File: src/rtl/dbg_trigger_unit.sv
// Hardware breakpoint unit: matches execute PC / load-store address against mcontrol-style triggers and raises a debug-entry pulse.
// Latency: breakpoint is registered 1 cycle after the matching cycle; CSR reads are combinational, CSR writes take effect next edge.
// Backpressure: none; every cycle is evaluated, and a pulse in flight blocks new fires for that cycle (pulses at most every other cycle).
module dbg_trigger_unit #(
    parameter int TRIG_NUM = 2,   // 1..4 triggers
    parameter int ADDR_W   = 32   // 1..32 address bits
) (
    input  logic              cpu_clk,
    input  logic              cpu_rstn,
    input  logic              dbg_mode,
    input  logic [11:0]       csr_addr,
    input  logic              csr_wr,
    input  logic [31:0]       csr_wdata,
    output logic [31:0]       csr_rdata,
    input  logic              ex_valid,
    input  logic [ADDR_W-1:0] ex_pc,
    input  logic              mem_valid,
    input  logic              mem_we,
    input  logic [ADDR_W-1:0] mem_addr,
    output logic              breakpoint,
    output logic [1:0]        trig_hit_idx
);

    localparam logic [11:0] CSR_TSELECT = 12'h7A0;
    localparam logic [11:0] CSR_TDATA1  = 12'h7A1;
    localparam logic [11:0] CSR_TDATA2  = 12'h7A2;

    // ------------------------------------------------------------------
    // Architectural state
    // ------------------------------------------------------------------
    logic [1:0]          r_tselect;
    logic [TRIG_NUM-1:0] r_dmode;
    logic [TRIG_NUM-1:0] r_hit;
    logic [TRIG_NUM-1:0] r_action;   // 1 = enter debug mode, 0 = no action
    logic [TRIG_NUM-1:0] r_chain;
    logic [TRIG_NUM-1:0] r_m;
    logic [TRIG_NUM-1:0] r_exec;
    logic [TRIG_NUM-1:0] r_store;
    logic [TRIG_NUM-1:0] r_load;
    logic [ADDR_W-1:0]   r_tdata2 [TRIG_NUM];
    logic                r_breakpoint;
    logic [1:0]          r_hit_idx;

    // ------------------------------------------------------------------
    // Combinational decode / match
    // ------------------------------------------------------------------
    logic [TRIG_NUM-1:0] w_sel;          // trigger currently addressed by tselect
    logic [TRIG_NUM-1:0] w_wr_t1;        // accepted tdata1 write per trigger
    logic [TRIG_NUM-1:0] w_wr_t2;        // accepted tdata2 write per trigger
    logic [TRIG_NUM-1:0] w_raw;          // raw address/PC match
    logic [TRIG_NUM-1:0] w_chain_ok;     // chain partner satisfied (or not chained)
    logic [TRIG_NUM-1:0] w_chained_from; // this trigger only qualifies its predecessor
    logic [TRIG_NUM-1:0] w_qual;         // qualified match
    logic [TRIG_NUM-1:0] w_hit_set;      // qualified match while unit is armed
    logic [TRIG_NUM-1:0] w_fire;         // hit with action=1
    logic [31:0]         w_tdata1_rd [TRIG_NUM];
    logic [1:0]          w_fire_idx;
    logic                w_armed;
    logic                w_tsel_wr;

    // No new fire while in debug mode or while the previous pulse is still high
    assign w_armed   = !dbg_mode && !r_breakpoint;
    assign w_tsel_wr = csr_wr && (csr_addr == CSR_TSELECT) && (csr_wdata < 32'(TRIG_NUM));

    genvar g;
    generate
        for (g = 0; g < TRIG_NUM; g++) begin : g_trig
            // Equality match against tdata2; m must be set for any match type
            assign w_raw[g] = r_m[g] && (
                   (r_exec[g]  && ex_valid  &&  (ex_pc    == r_tdata2[g]))
                || (r_store[g] && mem_valid &&  mem_we && (mem_addr == r_tdata2[g]))
                || (r_load[g]  && mem_valid && !mem_we && (mem_addr == r_tdata2[g])));

            if (g < TRIG_NUM - 1) begin : g_chain_next
                assign w_chain_ok[g] = !r_chain[g] || w_raw[g+1];
            end else begin : g_chain_last
                assign w_chain_ok[g] = 1'b1;
            end

            if (g > 0) begin : g_chain_prev
                assign w_chained_from[g] = r_chain[g-1];
            end else begin : g_chain_first
                assign w_chained_from[g] = 1'b0;
            end

            assign w_qual[g]    = w_raw[g] && w_chain_ok[g] && !w_chained_from[g];
            assign w_hit_set[g] = w_qual[g] && w_armed;
            assign w_fire[g]    = w_hit_set[g] && r_action[g];

            // action is read back as the 4-bit encoding 1 when set
            assign w_tdata1_rd[g] = {4'h2, r_dmode[g], 6'b0, r_hit[g], 4'b0,
                                     3'b0, r_action[g], r_chain[g], 4'b0,
                                     r_m[g], 3'b0, r_exec[g], r_store[g], r_load[g]};
        end
    endgenerate

    // Per-trigger select and write qualification; dmode triggers are locked outside debug mode
    always_comb begin
        w_sel   = '0;
        w_wr_t1 = '0;
        w_wr_t2 = '0;
        for (int i = 0; i < TRIG_NUM; i++) begin
            w_sel[i]   = (r_tselect == 2'(i));
            w_wr_t1[i] = csr_wr && (csr_addr == CSR_TDATA1) && w_sel[i] && (!r_dmode[i] || dbg_mode);
            w_wr_t2[i] = csr_wr && (csr_addr == CSR_TDATA2) && w_sel[i] && (!r_dmode[i] || dbg_mode);
        end
    end

    // Lowest-index firing trigger wins
    always_comb begin
        w_fire_idx = 2'd0;
        for (int i = TRIG_NUM - 1; i >= 0; i--) begin
            if (w_fire[i]) begin
                w_fire_idx = 2'(i);
            end
        end
    end

    // CSR read mux; unmapped addresses read as zero
    always_comb begin
        csr_rdata = 32'd0;
        case (csr_addr)
            CSR_TSELECT: csr_rdata = {30'd0, r_tselect};
            CSR_TDATA1: begin
                for (int i = 0; i < TRIG_NUM; i++) begin
                    if (w_sel[i]) begin
                        csr_rdata = w_tdata1_rd[i];
                    end
                end
            end
            CSR_TDATA2: begin
                for (int i = 0; i < TRIG_NUM; i++) begin
                    if (w_sel[i]) begin
                        csr_rdata = 32'(r_tdata2[i]);
                    end
                end
            end
            default: csr_rdata = 32'd0;
        endcase
    end

    // ------------------------------------------------------------------
    // Sequential state
    // ------------------------------------------------------------------

    // tselect: out-of-range writes leave the current selection in place
    always_ff @(posedge cpu_clk or negedge cpu_rstn) begin
        if (!cpu_rstn) begin
            r_tselect <= 2'd0;
        end else if (w_tsel_wr) begin
            r_tselect <= csr_wdata[1:0];
        end
    end

    // Trigger registers: sticky hit from hardware, overridden by a same-cycle CSR write
    always_ff @(posedge cpu_clk or negedge cpu_rstn) begin
        if (!cpu_rstn) begin
            r_dmode  <= '0;
            r_hit    <= '0;
            r_action <= '0;
            r_chain  <= '0;
            r_m      <= '0;
            r_exec   <= '0;
            r_store  <= '0;
            r_load   <= '0;
            for (int i = 0; i < TRIG_NUM; i++) begin
                r_tdata2[i] <= '0;
            end
        end else begin
            for (int i = 0; i < TRIG_NUM; i++) begin
                if (w_hit_set[i]) begin
                    r_hit[i] <= 1'b1;
                end
                if (w_wr_t1[i]) begin
                    if (dbg_mode) begin
                        r_dmode[i] <= csr_wdata[27];
                    end
                    r_hit[i]    <= csr_wdata[20];
                    r_action[i] <= (csr_wdata[15:12] == 4'd1);
                    // The last trigger has no partner, so its chain bit stays clear
                    r_chain[i]  <= (i < TRIG_NUM - 1) ? csr_wdata[11] : 1'b0;
                    r_m[i]      <= csr_wdata[6];
                    r_exec[i]   <= csr_wdata[2];
                    r_store[i]  <= csr_wdata[1];
                    r_load[i]   <= csr_wdata[0];
                end
                if (w_wr_t2[i]) begin
                    r_tdata2[i] <= csr_wdata[ADDR_W-1:0];
                end
            end
        end
    end

    // Breakpoint pulse and hit index; the pulse self-clears because fires are blocked while it is high
    always_ff @(posedge cpu_clk or negedge cpu_rstn) begin
        if (!cpu_rstn) begin
            r_breakpoint <= 1'b0;
            r_hit_idx    <= 2'd0;
        end else begin
            r_breakpoint <= |w_fire;
            if (|w_fire) begin
                r_hit_idx <= w_fire_idx;
            end
        end
    end

    assign breakpoint   = r_breakpoint;
    assign trig_hit_idx = r_hit_idx;

endmodule

File: config.mk
export PLATFORM = sky130hd
export DESIGN_NAME = dbg_trigger_unit
export DESIGN_NICKNAME = d
export VERILOG_FILES = /design/src/rtl/dbg_trigger_unit.sv
export SDC_FILE = /design/constraint.sdc
export NUM_CORES = 1
export LEC_CHECK = 0
export ABC_AREA = 1
export BUFFER_PORTS_ARGS = -buffer_cell sky130_fd_sc_hd__buf_2
export CORE_MARGIN = 2
export CORE_UTILIZATION = 45
export CTS_BUF_LIST = sky130_fd_sc_hd__clkbuf_8
export DETAILED_ROUTE_END_ITERATION = 16
export GPL_TIMING_DRIVEN = 0
export PLACE_DENSITY = 0.68
export SYNTH_ARGS = -nofsm -noshare
export SYNTH_HDL_FRONTEND = slang
export SYNTH_SLANG_ARGS = --single-unit
File: constraint.sdc
create_clock -name cpu_clk -period 4.2 [get_ports cpu_clk]
set_clock_uncertainty 0.1 [all_clocks]
set_input_delay 0.21 -clock cpu_clk [delete_from_list [all_inputs] [get_ports cpu_clk]]
set_output_delay 0.21 -clock cpu_clk [all_outputs]
set_load 0.005 [all_outputs]
==> results of run 1 <==
==> cells in the final DEF, fill, tap and decap left out, types with 3 or more instances in the layout <==
master / instances
dlygate4sd3_1: 11
buf_6: 6
nor2_1: 89
o211ai_1: 7
o311ai_0: 3
xnor2_1: 18
a21oi_1: 27
dfrtp_1: 83
o21ai_2: 32
clkbuf_1: 5
o21ai_0: 46
inv_1: 173
o22ai_1: 10
xor2_1: 11
buf_2: 155
o21ai_1: 37
buf_4: 4
or2_2: 3
clkbuf_8: 9
nand4_1: 29
nand2_1: 402
nor4_1: 8
nor3_1: 12
inv_2: 6
nand3_1: 33
nand3b_1: 3
==> metrics by stage <==
step / util, % / setup slack (ns) / instance area [sq um]
floorplan: - / 2.61 / 6720
global placement: 52.7 / 1.99 / 7690
detailed placement: 52.9 / 2.01 / 7720
CTS: 55.0 / 1.63 / 8030
global route: 55.0 / 1.54 / 8030
finish: 55.0 / 1.57 / 8030
==> sequential cells by signal, summed over array words and instances (netlist names) <==
register / flops
r_chain: 1
r_load: 2
trig_hit_idx: 1
r_action: 2
r_store: 2
breakpoint: 1
r_exec: 2
r_dmode: 2
r_tselect: 2
r_tdata2: 64
r_hit: 2
r_m: 2
==> power by group through the flow <==
stage                     clock (mW)  sequential, mW  combinational [mW]
after global placement             0           0.814               0.256
after detailed placement           0           0.814               0.259
after floorplan                    0           0.815               0.112
after CTS                      0.608           0.798               0.268
final                          0.604           0.798               0.273
after global routing           0.641           0.799               0.299
==> metal layers <==
layer / vias to the layer above / GRT usage (%) / share of wire, %
li1: 3741 / - / -
met1: 3649 / 53.2 / 42
met2: 465 / 56.9 / 43
met3: 78 / 8.03 / 9.9
met4: 0 / 18.2 / 4.8
met5: - / 0 / 0
==> final cells by class <==
type                    instances  area (sq um)  share of cell area, %
clock buffers                   9           124                   1.54
repair buffers                160           881                   11.0
well taps                     184           230                   2.87
multi-input cells             790          3790                   47.2
flip-flops and latches         83          2080                   25.9
clock inverters                 7          75.1                  0.935
plain buffers                  26           176                   2.20
inverters                     179           677                   8.43
==> logic make-up after synthesis <==
logic type,after synthesis,synth area share (%)
other,1,0.0558
AND/OR/NAND/NOR,590,37.0
flip-flops,83,30.9
buffers and inverters,205,12.7
multiplexers,1,0.168
XOR/XNOR,29,3.78
AO/OA/AOI/OAI,169,15.4
==> worst max-delay path, delay by kind of cell (launching register included) <==
family                 cells  cell delay, ns
AOI/OAI and AO/OA          2            0.53
DFF                        1            0.49
buffers and inverters      3            0.57
and+or+nand+nor            2            0.35
==> worst paths after layout <==
kind                       depth (start not counted)                           to  slack, ns
min in group asynchronous                          2     r_tdata2[12]$_DFFE_PN0P_       0.19
hold reg to reg                                    2       r_store[0]$_DFFE_PN0P_       0.41
setup reg to reg                                  11  trig_hit_idx[0]$_DFFE_PN0P_       1.93
setup / recovery                                   7                 csr_rdata[6]       1.57
max in group asynchronous                          3     r_tdata2[35]$_DFFE_PN0P_       3.19
hold / removal                                     3     r_tdata2[58]$_DFFE_PN0P_       0.01
==> timing repair <==
action | 4_1_cts | 5_1_grt
gates resized for setup | 0 | 0
hold buffers | 11 | 0
setup endpoints to repair | 0 | 0
hold endpoints to repair | 35 | 0
==> impl_metrics.toml, run 1 <==
[outcome]
status = "completed"

[critical_path]
cp_max_fo = 10
crit_top_cell = "buf_2"
critPathLaunch = "r_tselect[1]$_DFFE_PN0P_"
r2r-start = "r_tdata2[52]$_DFFE_PN0P_"
path_cells = "nor2_8, inv_2, buf_2, o22ai_1, nand2_1, o311ai_0, buf_2"
setup.worst_path.class = "reg2out"
start_kind = "flip-flop"
cp-end-kind = "output port"
cp.arrival_ns = 2.32
cpPeakStageDelay_ns = 0.49
critPathRequiredTime_ns = 3.89
crit_path_top_delay_cell = "dfrtp_1"

[cts]
cts_made_buffers = 9
clock-sinks = 83
clk_latency_ns = 0.38
cts_tree = "built"
cts_setup_buffers = 0
clk_transition_reported_paths_ns = 0.09
htreeDepth = 3
cts_root_buf = "clkbuf_8"
cts.path.max_buffers = 2

[die]
io-pin-count = 150
die_x_microns = 126
coreArea_sq_mm = 0.0146
start_util_pct = 46.1
die_area_sq_mm = 0.0159
row_count = 44
die_y_microns = 126

[detailed_routing]
dr.pass1.iters = 8
viasPerCell = 5.52
postRouteAntennaNets = 0
wl_per_cell_microns = 21.1
drc = 0
drt_wl_total_mm = 30.4
dr_total_vias = 7933
drt_first_iter_violations = 982

[sta]
fmax_mhz = 380
setup_tns_ns = 0
period_minus_slack_ns = 2.63
finalSetupViolations = 0
max_slew_margin_pct = 43.4
slew_violations = 0
rsz0062_at_grt = "no"
fin_crit_sh_pct = 62.6
whs_ns = 0.0115
worstMarginPinSlew_ns = 0.849
hold_viol_final = 0

[synth]
synth_commonest_cells = "nand2_1 (402), inv_1 (172), nor2_1 (89)"
synth.top_cell.area_share_pct = 30.9
async_flop_share_pct = 100
synth_seq_area_share_pct = 30.9
ys.flop_type = "dfrtp_1"
yosys_warnings = 0
syn-num-nets = 1193
yosys.area.top_type = "dfrtp_1"
synthCells = 1078
ys_seq_elements = 83
syn_avg_cell_area_sq_um = 6.23
yosysMostFrequentCell = "nand2_1"
yosysUniqueCellTypes = 44
synth_area_sq_mm = 0.00672
synth_edf_count = 0
synth_area_leaders = "dfrtp_1 (31%), nand2_1 (22%), inv_1 (9.6%)"

[global_route]
antenna_found_initial = 0
grt_pass1_wl_mm = 44.5
grt_overflow_total = 0
grt_util_all_layers_pct = 38.3
first_global_vias = 7294
grt_max_degree = 59

[pwr]
ir_drop_uv = 232
switching_power_mw = 0.501
pwr-share-clk_pct = 36.0
p_total_mw = 1.68
comb_power_share_pct = 16.3
p_leak_nw = 4.06
p_per_area_mw_per_mm2 = 209
power.internal_mw = 1.17
swShare_pct = 29.9
seqPwrFrac_pct = 47.7

[place]
numPortBuffers = 148
dp_hpwl_mm = 25.2
place_congestion = 1.10
dp_cells = 1411

[finish]
nFillCells = 1560
drive_above_1_share_pct = 18.8
diodes = 0
area_growth_pct = 19.5
final_cells = 1438
nets = 1364

[min_path]
hp-start = "csr_wdata[26]"
worstHoldPathType = "in2reg"

[job]
cap_violations = 0
(Power assumes the default switching activity.)
==> run 2, diff against run 1 <==
--- a/config.mk
+++ b/config.mk
@@ -12,7 +12,7 @@
 export CTS_BUF_LIST = sky130_fd_sc_hd__clkbuf_8
 export DETAILED_ROUTE_END_ITERATION = 16
 export GPL_TIMING_DRIVEN = 0
-export PLACE_DENSITY = 0.68
+export PLACE_DENSITY = 0.71
 export SYNTH_ARGS = -nofsm -noshare
 export SYNTH_HDL_FRONTEND = slang
 export SYNTH_SLANG_ARGS = --single-unit
==> constraint.sdc (replaced) <==
create_clock -name cpu_clk -period 2.35 [get_ports cpu_clk]
set_clock_uncertainty 0.1 [all_clocks]
set_input_delay 0.1175 -clock cpu_clk [delete_from_list [all_inputs] [get_ports cpu_clk]]
set_output_delay 0.1175 -clock cpu_clk [all_outputs]
set_load 0.005 [all_outputs]
==> run 2 against run 1 <==
Net effect:
- highest routed layer unchanged
- critical path type unchanged
- clock-buffer cell count unchanged
- final cell count up 1.5%
- setup slack worse by 1.5 ns
==> impl_metrics.toml, run 2 (synthesis results as in run 1) <==
[global_route]
first_global_vias = 7668
antenna_found_initial = 0
grt_overflow_total = 0
grt_util_all_layers_pct = 40.1
grt_pass1_wl_mm = 46.6
grt_max_degree = 71

[critical_path]
path_cells = "nor2_8, inv_2, clkbuf_4, o22ai_1, nand2_1, o2111ai_1, buf_2"
critPathLaunch = "r_tselect[1]$_DFFE_PN0P_"
crit_path_top_delay_cell = "dfrtp_1"
cp-end-kind = "output port"
crit_family = "buffers and inverters"
setup.worst_path.class = "reg2out"
start_kind = "flip-flop"
cp_max_fo = 10
cpPeakStageDelay_ns = 0.49
path_buf_inv = 3
r2r-start = "r_tdata2[13]$_DFFE_PN0P_"
critPathRequiredTime_ns = 2.13
cp.arrival_ns = 2.08

[pwr]
p_per_area_mw_per_mm2 = 367
p_leak_nw = 4.16
ir_drop_uv = 385
p_total_mw = 3.04

[die]
die_area_sq_mm = 0.0159
row_count = 44
die_x_microns = 126
coreArea_sq_mm = 0.0146
start_util_pct = 46.1
io-pin-count = 150
die_y_microns = 126

[detailed_routing]
viasPerCell = 5.53
postRouteAntennaNets = 0
dr.pass1.iters = 6
wl_per_cell_microns = 21.9
drc = 0
drt_wl_total_mm = 32.0
dr_total_vias = 8072
drt_first_iter_violations = 852

[cts]
clock-sinks = 83
cts_root_buf = "clkbuf_8"
cts.path.max_buffers = 2
htreeDepth = 3
cts_tree = "built"
clk_latency_ns = 0.38
clk_transition_reported_paths_ns = 0.09
cts_made_buffers = 9

[min_path]
hp-start = "csr_wdata[11]"
worstHoldPathType = "in2reg"

[finish]
final_cells = 1459
final_common_cell = "nand2_1"
largest_reg_flops = 64
layout_common_cells = "nand2_1 (401), inv_1 (173), buf_2 (155)"
largest_register = "r_tdata2"
nFillCells = 1528
drive_above_1_share_pct = 19.2
final_core_util_pct = 56.7
area_growth_pct = 23.1
nets = 1385
multi_input_area_sq_mm = 0.00381
diodes = 0
post-route-cell-area_sq_mm = 0.00827
regArea_sq_mm = 0.00208

[sta]
hold_viol_final = 0
fin_crit_sh_pct = 97.8
finalSetupViolations = 0
max_slew_margin_pct = 48.1
slew_violations = 0
worst_slack_ns = 0.0516
setup_tns_ns = 0
rsz0062_at_grt = "no"
fmax_mhz = 435
worstMarginPinSlew_ns = 0.779
period_minus_slack_ns = 2.30
whs_ns = 0.0105

[outcome]
status = "completed"

[place]
dp_hpwl_mm = 26.1
place_area_sq_mm = 0.00772
dp_cells = 1411
pre_cts_slack_ns = 0.126
numPortBuffers = 148
place_congestion = 1.03

[job]
cap_violations = 0
-- run 2: cell types whose count changed in the layout (fill, tap and decap cells not counted), sizes merged --
cell / previous run / this run
clkbuf: 15 / 16
dlygate4sd3: 11 / 32
buf: 169 / 168
-- run 2: worst register-to-register path: stages (launching register included) --
cell and delay (ns):
dfrtp_1 0.51, xnor2_1 0.37, nand2_1 0.15, nor2_1 0.18, nand2_1 0.07, nor2_1 0.12, nand3_1 0.10, nand2_2 0.11
nand2_1 0.06, nand2_1 0.08, nand3_1 0.11, nand2_1 0.09, inv_1 0.04
-- run 2: layer usage --
metal	track usage (%)	wire length [microns]	vias up
li1	-	-	3783
met1	54.3	13000	3696
met2	64.0	14400	503
met3	8.20	3220	90
met4	13.9	1360	0
met5	0	0	-
-- run 2: final timing paths --
| check | endpoint | slack [ns] | depth (start not counted) |
|---|---|---|---|
| min reg2reg | r_tdata2[32]$_DFFE_PN0P_ | 0.42 | 2 |
| max reg2reg | trig_hit_idx[0]$_DFFE_PN0P_ | 0.17 | 12 |
| min in group asynchronous | r_tdata2[46]$_DFFE_PN0P_ | 0.02 | 2 |
| max in group asynchronous | r_tselect[0]$_DFFE_PN0P_ | 1.50 | 3 |
| max | csr_rdata[0] | 0.05 | 7 |
| min | r_tdata2[43]$_DFFE_PN0P_ | 0.01 | 3 |
-- run 2: area by class of cell --
class | count | area share [%]
clock buffers | 9 | 1.50
plain buffers | 26 | 2.21
well taps | 184 | 2.78
multi-input cells | 790 | 46.1
inverters | 179 | 8.18
clock inverters | 7 | 0.938
repair buffers | 181 | 13.2
flip-flops and latches | 83 | 25.1
-- run 2: power by group --
group          switching, mW  total (mW)  internal, mW
combinational          0.328       0.525         0.198
clock                  0.585        1.08         0.500
sequential          0.000227        1.43          1.43
-- run 2: what timing repair did --
| action | 4_1_cts | 5_1_grt |
|---|---|---|
| setup endpoints to repair | 11 | 16 |
| endpoints found under the hold margin | 150 | 0 |
| hold buffers | 32 | 0 |
| resized for setup | 2 | 11 |
| buffers inserted | 0 | 0 |
| pin swaps | 0 | 1 |
==> run 3, diff against run 2 <==
--- a/config.mk
+++ b/config.mk
@@ -11,8 +11,10 @@
 export CORE_UTILIZATION = 45
 export CTS_BUF_LIST = sky130_fd_sc_hd__clkbuf_8
 export DETAILED_ROUTE_END_ITERATION = 16
+export GPL_ROUTABILITY_DRIVEN = 1
 export GPL_TIMING_DRIVEN = 0
 export PLACE_DENSITY = 0.71
+export SETUP_SLACK_MARGIN = 0.5
 export SYNTH_ARGS = -nofsm -noshare
 export SYNTH_HDL_FRONTEND = slang
 export SYNTH_SLANG_ARGS = --single-unit
==> run 3 against run 2 <==
Net effect:
- final area up 16%
- register-to-register slack better by 0.12 ns
- critical path depth increased by 1
- final cell count is 4.6% higher
- clock-buffer cell count did not move
- total power up 1.5%
- setup slack improved by 0.10 ns
- sequential share of layout area is 3.1 points lower
- maximum frequency is 4.7% higher
- via count up 8.2%
- non-clock buffer count increased by 65
==> impl_metrics.toml, run 3 (synthesis results as in run 1) <==
[job]
cap_violations = 0

[cts]
cts_tree = "built"
clk_latency_ns = 0.39
cts_made_buffers = 9
cts.path.max_buffers = 2
htreeDepth = 3
cts_root_buf = "clkbuf_8"
clock-sinks = 83
clk_transition_reported_paths_ns = 0.09

[finish]
final_common_cell = "nand2_1"
area_growth_pct = 42.7
final_cells = 1526
layout_common_cells = "nand2_1 (370), inv_1 (165), buf_2 (147)"
largest_reg_flops = 64
final_core_util_pct = 65.7
diodes = 0
nFillCells = 1308
nets = 1452
drive_above_1_share_pct = 32.9
largest_register = "r_tdata2"

[die]
die_y_microns = 126
die_x_microns = 126
row_count = 44
die_area_sq_mm = 0.0159
coreArea_sq_mm = 0.0146
io-pin-count = 150
start_util_pct = 46.1

[min_path]
min_path_cells = 3
worstHoldPathType = "in2reg"
hp-start = "csr_wdata[11]"

[detailed_routing]
drc = 0
wl_per_cell_microns = 23.2
postRouteAntennaNets = 0
viasPerCell = 5.72
dr_total_vias = 8735
dr.pass1.iters = 6
drt_wl_total_mm = 35.3
drt_first_iter_violations = 1199

[sta]
period_minus_slack_ns = 2.19
whs_ns = 0.0133
fmax_mhz = 456
setup_tns_ns = 0
rsz0062_at_grt = "yes"
hold_viol_final = 0
fin_crit_sh_pct = 93.4
worstMarginPinSlew_ns = 0.948
max_slew_margin_pct = 36.8
slew_violations = 0
finalSetupViolations = 0

[critical_path]
setup.worst_path.class = "reg2out"
cp-end-kind = "output port"
r2r-start = "r_tselect[0]$_DFFE_PN0P_"
critPathRequiredTime_ns = 2.13
worstRegToRegCells = 9
cp_max_fo = 6
cp.arrival_ns = 1.98
critPathLaunch = "r_tselect[0]$_DFFE_PN0P_"
start_kind = "flip-flop"

[global_route]
grt_max_degree = 71
antenna_found_initial = 0
first_global_vias = 8125
grt_pass1_wl_mm = 49.3
grt_util_all_layers_pct = 42.5
grt_overflow_total = 0

[place]
dp_cells = 1411
numPortBuffers = 148
place_congestion = 1.03
dp_hpwl_mm = 26.1

[pwr]
p_per_area_mw_per_mm2 = 322
p_total_mw = 3.08
ir_drop_uv = 404
p_leak_nw = 4.75

[outcome]
status = "completed"
[run 3: changes by cell type in the layout (fill, tap and decap cells not counted), moves of 17 or more]
cell,previous run,this run
a21oi_1,27,10
buf_4,4,48
nor2_1,89,72
dfrtp_2,2,29
nor2_2,1,18
nand2_2,1,26
nand2_1,401,370
dfrtp_1,81,54
[run 3: power breakdown]
group	leakage [nW]	internal, mW	switching (mW)
combinational	3.59	0.211	0.347
clock	0.0992	0.500	0.599
sequential	1.07	1.43	0.000235
[run 3: area by class of cell]
type,instances,area (sq um),share of cell area [%]
well taps,184,230,2.40
plain buffers,26,322,3.35
flip-flops and latches,83,2110,22.0
multi-input cells,792,4270,44.5
clock buffers,9,124,1.29
repair buffers,246,1770,18.4
clock inverters,7,77.6,0.809
inverters,179,687,7.16
[run 3: timing repair]
| action | 4_1_cts | 5_1_grt |
|---|---|---|
| endpoints found under the hold margin | 150 | 0 |
| gates cloned | 3 | 6 |
| hold buffers | 32 | 0 |
| endpoints found under the setup margin | 49 | 113 |
| resized for setup | 142 | 82 |
| pin swaps | 39 | 19 |
| buffers inserted | 43 | 15 |
[run 3: final timing paths]
| path | endpoint | slack [ns] |
|---|---|---|
| setup reg to reg | r_tdata2[53]$_DFFE_PN0P_ | 0.29 |
| hold reg to reg | r_tdata2[32]$_DFFE_PN0P_ | 0.43 |
| hold / removal | r_tdata2[11]$_DFFE_PN0P_ | 0.01 |
| max in group asynchronous | r_tdata2[59]$_DFFE_PN0P_ | 1.50 |
| setup / recovery | csr_rdata[6] | 0.16 |
| min in group asynchronous | r_tdata2[21]$_DFFE_PN0P_ | 0.02 |
[run 3: stage by stage]
step	setup slack [ns]	area (sq um)
floorplan	0.764	6720
global placement	0.180	7690
detailed placement	0.126	7720
CTS	0.310	9080
global route	0.120	9590
finish	0.156	9590
[run 3: worst max-delay path, cell delays in order (launching register included)]
cell	delay, ns
dfrtp_1	0.43
buf_6	0.14
nor2_4	0.13
clkinv_4	0.12
buf_6	0.17
o22ai_4	0.20
nand2_1	0.12
o311ai_2	0.10
buf_2	0.18
[run 3: per-layer routing]
metal | vias up | part of all wire (%) | track usage, %
met5 | - | 0 | 0
met4 | 0 | 5.4 | 14.1
met3 | 140 | 12 | 9.73
met2 | 638 | 45 | 68.7
met1 | 4034 | 38 | 56.5
li1 | 3923 | - | -
